### config.mk
export PLATFORM = sky130hd
export DESIGN_NAME = seg7_decoder_flat
export DESIGN_NICKNAME = d
export VERILOG_FILES = /design/src/rtl/seg7_decoder_if.sv /design/src/rtl/seg7_decoder.sv /design/src/flat_wrapper.sv
export SDC_FILE = /design/constraint.sdc
export NUM_CORES = 1
export LEC_CHECK = 0
export BUFFER_PORTS_ARGS = -buffer_cell sky130_fd_sc_hd__buf_2
export CELL_PAD_IN_SITES_DETAIL_PLACEMENT = 0
export CELL_PAD_IN_SITES_GLOBAL_PLACEMENT = 1
export CORE_AREA = 2 2 41 43
export DETAILED_ROUTE_END_ITERATION = 10
export DIE_AREA = 0 0 43 45
export GPL_TIMING_DRIVEN = 0
export MAX_ROUTING_LAYER = met4
export PLACE_DENSITY = 0.66
export SKIP_CTS_REPAIR_TIMING = 1
export SYNTH_ARGS = -nofsm -noshare
export SYNTH_HDL_FRONTEND = slang
export SYNTH_SLANG_ARGS = --single-unit
### constraint.sdc
create_clock -name clk -period 1.1 [get_ports clk]
set_clock_uncertainty 0.1 [all_clocks]
set_input_delay 0.055 -clock clk [delete_from_list [all_inputs] [get_ports clk]]
set_output_delay 0.055 -clock clk [all_outputs]
set_load 0.01 [all_outputs]
### src/rtl/seg7_decoder_if.sv
// rtl/seg7_decoder_if.sv - signal bundle between digit logic and the 7-segment decoder
//
// Purpose: groups the code/control inputs and the segment/flag outputs of one
//          seg7_decoder digit so they travel as one port.
// Signals:
//   b0..b3  code bits, b0 is the LSB (master -> slave)
//   lt      lamp test, forces every segment lit (master -> slave)
//   blank   forces every segment dark (master -> slave)
//   a..g    registered segment outputs, polarity set by ACTIVE_LOW (slave -> master)
//   invalid registered flag: last sampled code was not displayable (slave -> master)
// Modports: master = code/control driver, slave = decoder.

interface seg7_decoder_if;
  logic b0;
  logic b1;
  logic b2;
  logic b3;
  logic lt;
  logic blank;
  logic a;
  logic b;
  logic c;
  logic d;
  logic e;
  logic f;
  logic g;
  logic invalid;

  modport master (
    output b0, b1, b2, b3, lt, blank,
    input  a, b, c, d, e, f, g, invalid
  );

  modport slave (
    input  b0, b1, b2, b3, lt, blank,
    output a, b, c, d, e, f, g, invalid
  );
endinterface

### src/rtl/seg7_decoder.sv
// rtl/seg7_decoder.sv - registered BCD-to-7-segment decoder with lamp test and blanking
//
// Purpose: decodes the 4-bit code {b3,b2,b1,b0} into segments a..g for one digit,
//          with lamp-test/blank overrides, selectable output polarity and an
//          invalid-code flag. All outputs registered, one clock of latency.
// Parameters:
//   ACTIVE_LOW  0 = segment lit when output is 1 (common cathode),
//               1 = a..g inverted (common anode); invalid is never inverted.
// Optional build macro:
//   SEG_HEX_EN  when defined, codes 10-15 show hex glyphs A b C d E F and
//               invalid stays 0; otherwise they blank the digit and set invalid.
// Ports:
//   clk    system clock, rising edge
//   rst_n  synchronous active-low reset (segments dark, invalid 0)
//   seg    seg7_decoder_if.slave: b0..b3, lt, blank in; a..g, invalid out

module seg7_decoder #(
  parameter bit ACTIVE_LOW = 1'b0
) (
  input  logic          clk,
  input  logic          rst_n,
  seg7_decoder_if.slave seg
);

  // XOR mask applied last, so "dark" and "lit" always mean the same thing
  // upstream of the polarity stage.
  localparam logic [6:0] POL_MASK = ACTIVE_LOW ? 7'b1111111 : 7'b0000000;

  logic [3:0] code;
  logic [6:0] glyph;       // abcdefg, MSB = a, active-high
  logic       glyph_bad;
  logic [6:0] lit_next;
  logic [6:0] seg_q;
  logic       invalid_q;

  assign code = {seg.b3, seg.b2, seg.b1, seg.b0};

  always_comb begin
    glyph     = 7'b0000000;
    glyph_bad = 1'b0;
    case (code)
      4'd0:    glyph = 7'b1111110;
      4'd1:    glyph = 7'b0110000;
      4'd2:    glyph = 7'b1101101;
      4'd3:    glyph = 7'b1111001;
      4'd4:    glyph = 7'b0110011;
      4'd5:    glyph = 7'b1011011;
      4'd6:    glyph = 7'b1011111;
      4'd7:    glyph = 7'b1110000;
      4'd8:    glyph = 7'b1111111;
      4'd9:    glyph = 7'b1111011;
`ifdef SEG_HEX_EN
      4'd10:   glyph = 7'b1110111;
      4'd11:   glyph = 7'b0011111;
      4'd12:   glyph = 7'b1001110;
      4'd13:   glyph = 7'b0111101;
      4'd14:   glyph = 7'b1001111;
      4'd15:   glyph = 7'b1000111;
      default: glyph = 7'b0000000;
`else
      default: begin
        glyph     = 7'b0000000;
        glyph_bad = 1'b1;
      end
`endif
    endcase
  end

  // Lamp test beats blank, blank beats the decoded glyph.
  always_comb begin
    lit_next = glyph;
    if (seg.lt) begin
      lit_next = 7'b1111111;
    end else if (seg.blank) begin
      lit_next = 7'b0000000;
    end
  end

  always_ff @(posedge clk) begin
    if (!rst_n) begin
      seg_q     <= POL_MASK;
      invalid_q <= 1'b0;
    end else begin
      seg_q     <= lit_next ^ POL_MASK;
      invalid_q <= glyph_bad;  // depends on the code only, not lt/blank
    end
  end

  assign {seg.a, seg.b, seg.c, seg.d, seg.e, seg.f, seg.g} = seg_q;
  assign seg.invalid = invalid_q;

endmodule

### src/flat_wrapper.sv
// flat-port wrapper written by rule: the top's interface ports become plain ports
module seg7_decoder_flat 
#(
  parameter bit ACTIVE_LOW = 1'b0
)
  (clk, rst_n, seg_b0, seg_b1, seg_b2, seg_b3, seg_lt, seg_blank, seg_a, seg_b, seg_c, seg_d, seg_e, seg_f, seg_g, seg_invalid);
  seg7_decoder_if seg_i ();
  input  logic clk;
  input  logic rst_n;
  input wire logic [$bits(seg_i.b0)-1:0] seg_b0;
  input wire logic [$bits(seg_i.b1)-1:0] seg_b1;
  input wire logic [$bits(seg_i.b2)-1:0] seg_b2;
  input wire logic [$bits(seg_i.b3)-1:0] seg_b3;
  input wire logic [$bits(seg_i.lt)-1:0] seg_lt;
  input wire logic [$bits(seg_i.blank)-1:0] seg_blank;
  output wire logic [$bits(seg_i.a)-1:0] seg_a;
  output wire logic [$bits(seg_i.b)-1:0] seg_b;
  output wire logic [$bits(seg_i.c)-1:0] seg_c;
  output wire logic [$bits(seg_i.d)-1:0] seg_d;
  output wire logic [$bits(seg_i.e)-1:0] seg_e;
  output wire logic [$bits(seg_i.f)-1:0] seg_f;
  output wire logic [$bits(seg_i.g)-1:0] seg_g;
  output wire logic [$bits(seg_i.invalid)-1:0] seg_invalid;
  assign seg_i.b0 = seg_b0;
  assign seg_i.b1 = seg_b1;
  assign seg_i.b2 = seg_b2;
  assign seg_i.b3 = seg_b3;
  assign seg_i.lt = seg_lt;
  assign seg_i.blank = seg_blank;
  assign seg_a = seg_i.a;
  assign seg_b = seg_i.b;
  assign seg_c = seg_i.c;
  assign seg_d = seg_i.d;
  assign seg_e = seg_i.e;
  assign seg_f = seg_i.f;
  assign seg_g = seg_i.g;
  assign seg_invalid = seg_i.invalid;
  seg7_decoder #(.ACTIVE_LOW(ACTIVE_LOW)) u_core (.clk(clk), .rst_n(rst_n), .seg(seg_i));
endmodule
==> impl_metrics.ini <==
[global_routing]
grt_pass1_wl_mm = 1.26
gr-max-usage-layer = met2
grt_max_degree = 10
overflow = 0
met1_usage_pct = 10.0
antenna_found_initial = 0
gr-usage-met3_pct = 2.40
grtUsageMet2_pct = 14.5
grt_pass1_vias = 297
grt.total_usage_pct = 9.80

[floorplanning]
start_util_pct = 25.2
die-area_um2 = 1940
pin_count = 16
die_h_um = 45
rows = 14
coreArea_um2 = 1470
die_w_um = 43

[sta]
setup_viol = 0
timing.fmax_ghz = 1.03
final.min_clock_period_ps = 969
max_slew_margin_pct = 68.6
tightest_slew_ps = 459
timing.final.crit_share_pct = 88.1
rsz0062_at_grt = false
final_hold_viol_count = 0
finalMaxSlewViolations = 0

[route]
vias = 330
detail-route-antenna-nets = 0
wl_per_cell_um = 10.6
first_pass_iters = 2
post-route-drc-count = 0
drtIter0Drc = 3
finalWirelength_um = 776
vias_per_cell = 4.52

[synthesis]
ys_seq_area_share_pct = 43.2
ys_ff_latch = 8
postSynthAreaPerCell_um2 = 9.50
yosysUniqueCellTypes = 19
synthArstFlopShare_pct = 0
yosys.area.top_type = dfxtp_1
synth_ff_type = dfxtp_1
synthTopCellsByArea = dfxtp_1, o21a_1, a2111oi_0, a21oi_1, nor2b_1
synthesis.area_um2 = 370
synth-edff-count = 0
synthCells = 39
synth_top_cell_area_share_pct = 43.2
synth_warnings = 0
syn-num-nets = 47

[place]
io_buffers = 14
gp_congestion = 0.702
placed_area_um2 = 460

[setup_path]
arrival_ps = 1060
crit_path_start_kind = input port
cp-end-kind = register
cp_max_fo = 8
required_ps = 1190
path_class = in2reg

[power_and_ir_drop]
leakagePower_nw = 0.232
power.density_nw_per_um2 = 1320
peakVddDrop_v = 0.000282

[layout]
final_area_um2 = 493
antenna_cells = 0
drive_above_1_share_pct = 36.8
post-route-util_pct = 33.5
synthToLayoutAreaGrowth_pct = 33.1
final_nets = 67

[clock_tree]
cts_num_sinks = 8
root_buffer = clkbuf_4
clock_path_buffers = 2
cts_tree = yes
h-tree-depth = 1
clk_pin_slew_ps = 50
cts_buffers = 3

[run]
maxCapViolations = 0

[status]
status = finished clean

[min_path]
hp-class = in2reg
cell usage after synthesis, drive strengths merged (2+ instances only):
library cell and count:
a2111oi 2, a21o 2, a21oi 3, dfxtp 8
inv 3, nor2 3, nor2b 2, o21a 6
sequential cells by signal, summed over array words and instances, names as in the netlist:
register	cells
u_core.seg_q	7
u_core.seg.invalid	1
critical path, cell delays in order:
cell and delay [ps]:
buf_2 140, or2_4 260, a21o_1 200, a311oi_1 260, o21a_1 140
metal layers:
layer	share of wire [%]	routed length, µm	vias up
li1	-	-	180
met1	48	372	139
met2	45	348	9
met3	5.2	40	2
met4	1.8	14	0
met5	0	0	-
power breakdown:
| group | internal [W] | switching (W) |
|---|---|---|
| clock network | 0.000124 | 0.0000863 |
| registers | 0.000310 | 0.00000353 |
| logic | 0.0000597 | 0.0000661 |
cell families (layout without fill, tap and decap cells):
kind of cell	count (synthesis)	after routing	share of synthesized area [%]
and+or+nand+nor	8	8	12.5
AOI/OAI and AO/OA	18	18	35.8
DFF	8	8	43.2
xor gates and xnor gates	1	1	2.37
buffers and inverters	4	22	6.08
final timing paths:
path	start	to	slack, ps	cells past startpoint
setup / recovery	seg_b2	u_core.seg_q[3]	130	5
hold / removal	seg_lt	u_core.seg_q[5]	10	2
cell usage in the layout (no fill, tap or decap), types with 2 or more instances in the layout:
master,netlist,final
a21oi_1,3,3
dfxtp_1,8,8
nor2b_1,2,2
nor2_1,3,3
o21a_1,6,6
clkbuf_4,0,3
a2111oi_0,2,2
buf_2,0,14
inv_1,3,3
metrics by stage:
stage	setup WS (ps)	setup TNS [ps]	std cells	power (W)	hold slack (ps)
2_1_floorplan	8.14	0	39	0.000390	72.5
3_3_place_gp	-137	-210	69	0.000443	253
3_5_place_dp	-122	-169	69	0.000443	256
4_1_cts	134	0	72	0.000663	-11.5
5_1_grt	89.9	0	73	0.000702	-2.44
6_report	131	0	73	0.000650	11.3
final cells by class:
type	instances	area [µm²]
fill	167	978
multi-input combinational	27	188
sequential	8	160
timing repair buffer	15	80.1
clock buffer	3	22.5
tap	16	20.0
buffer	1	11.3
inverter	3	11.3
No activity file was read; power rests on OpenSTA's default activity.
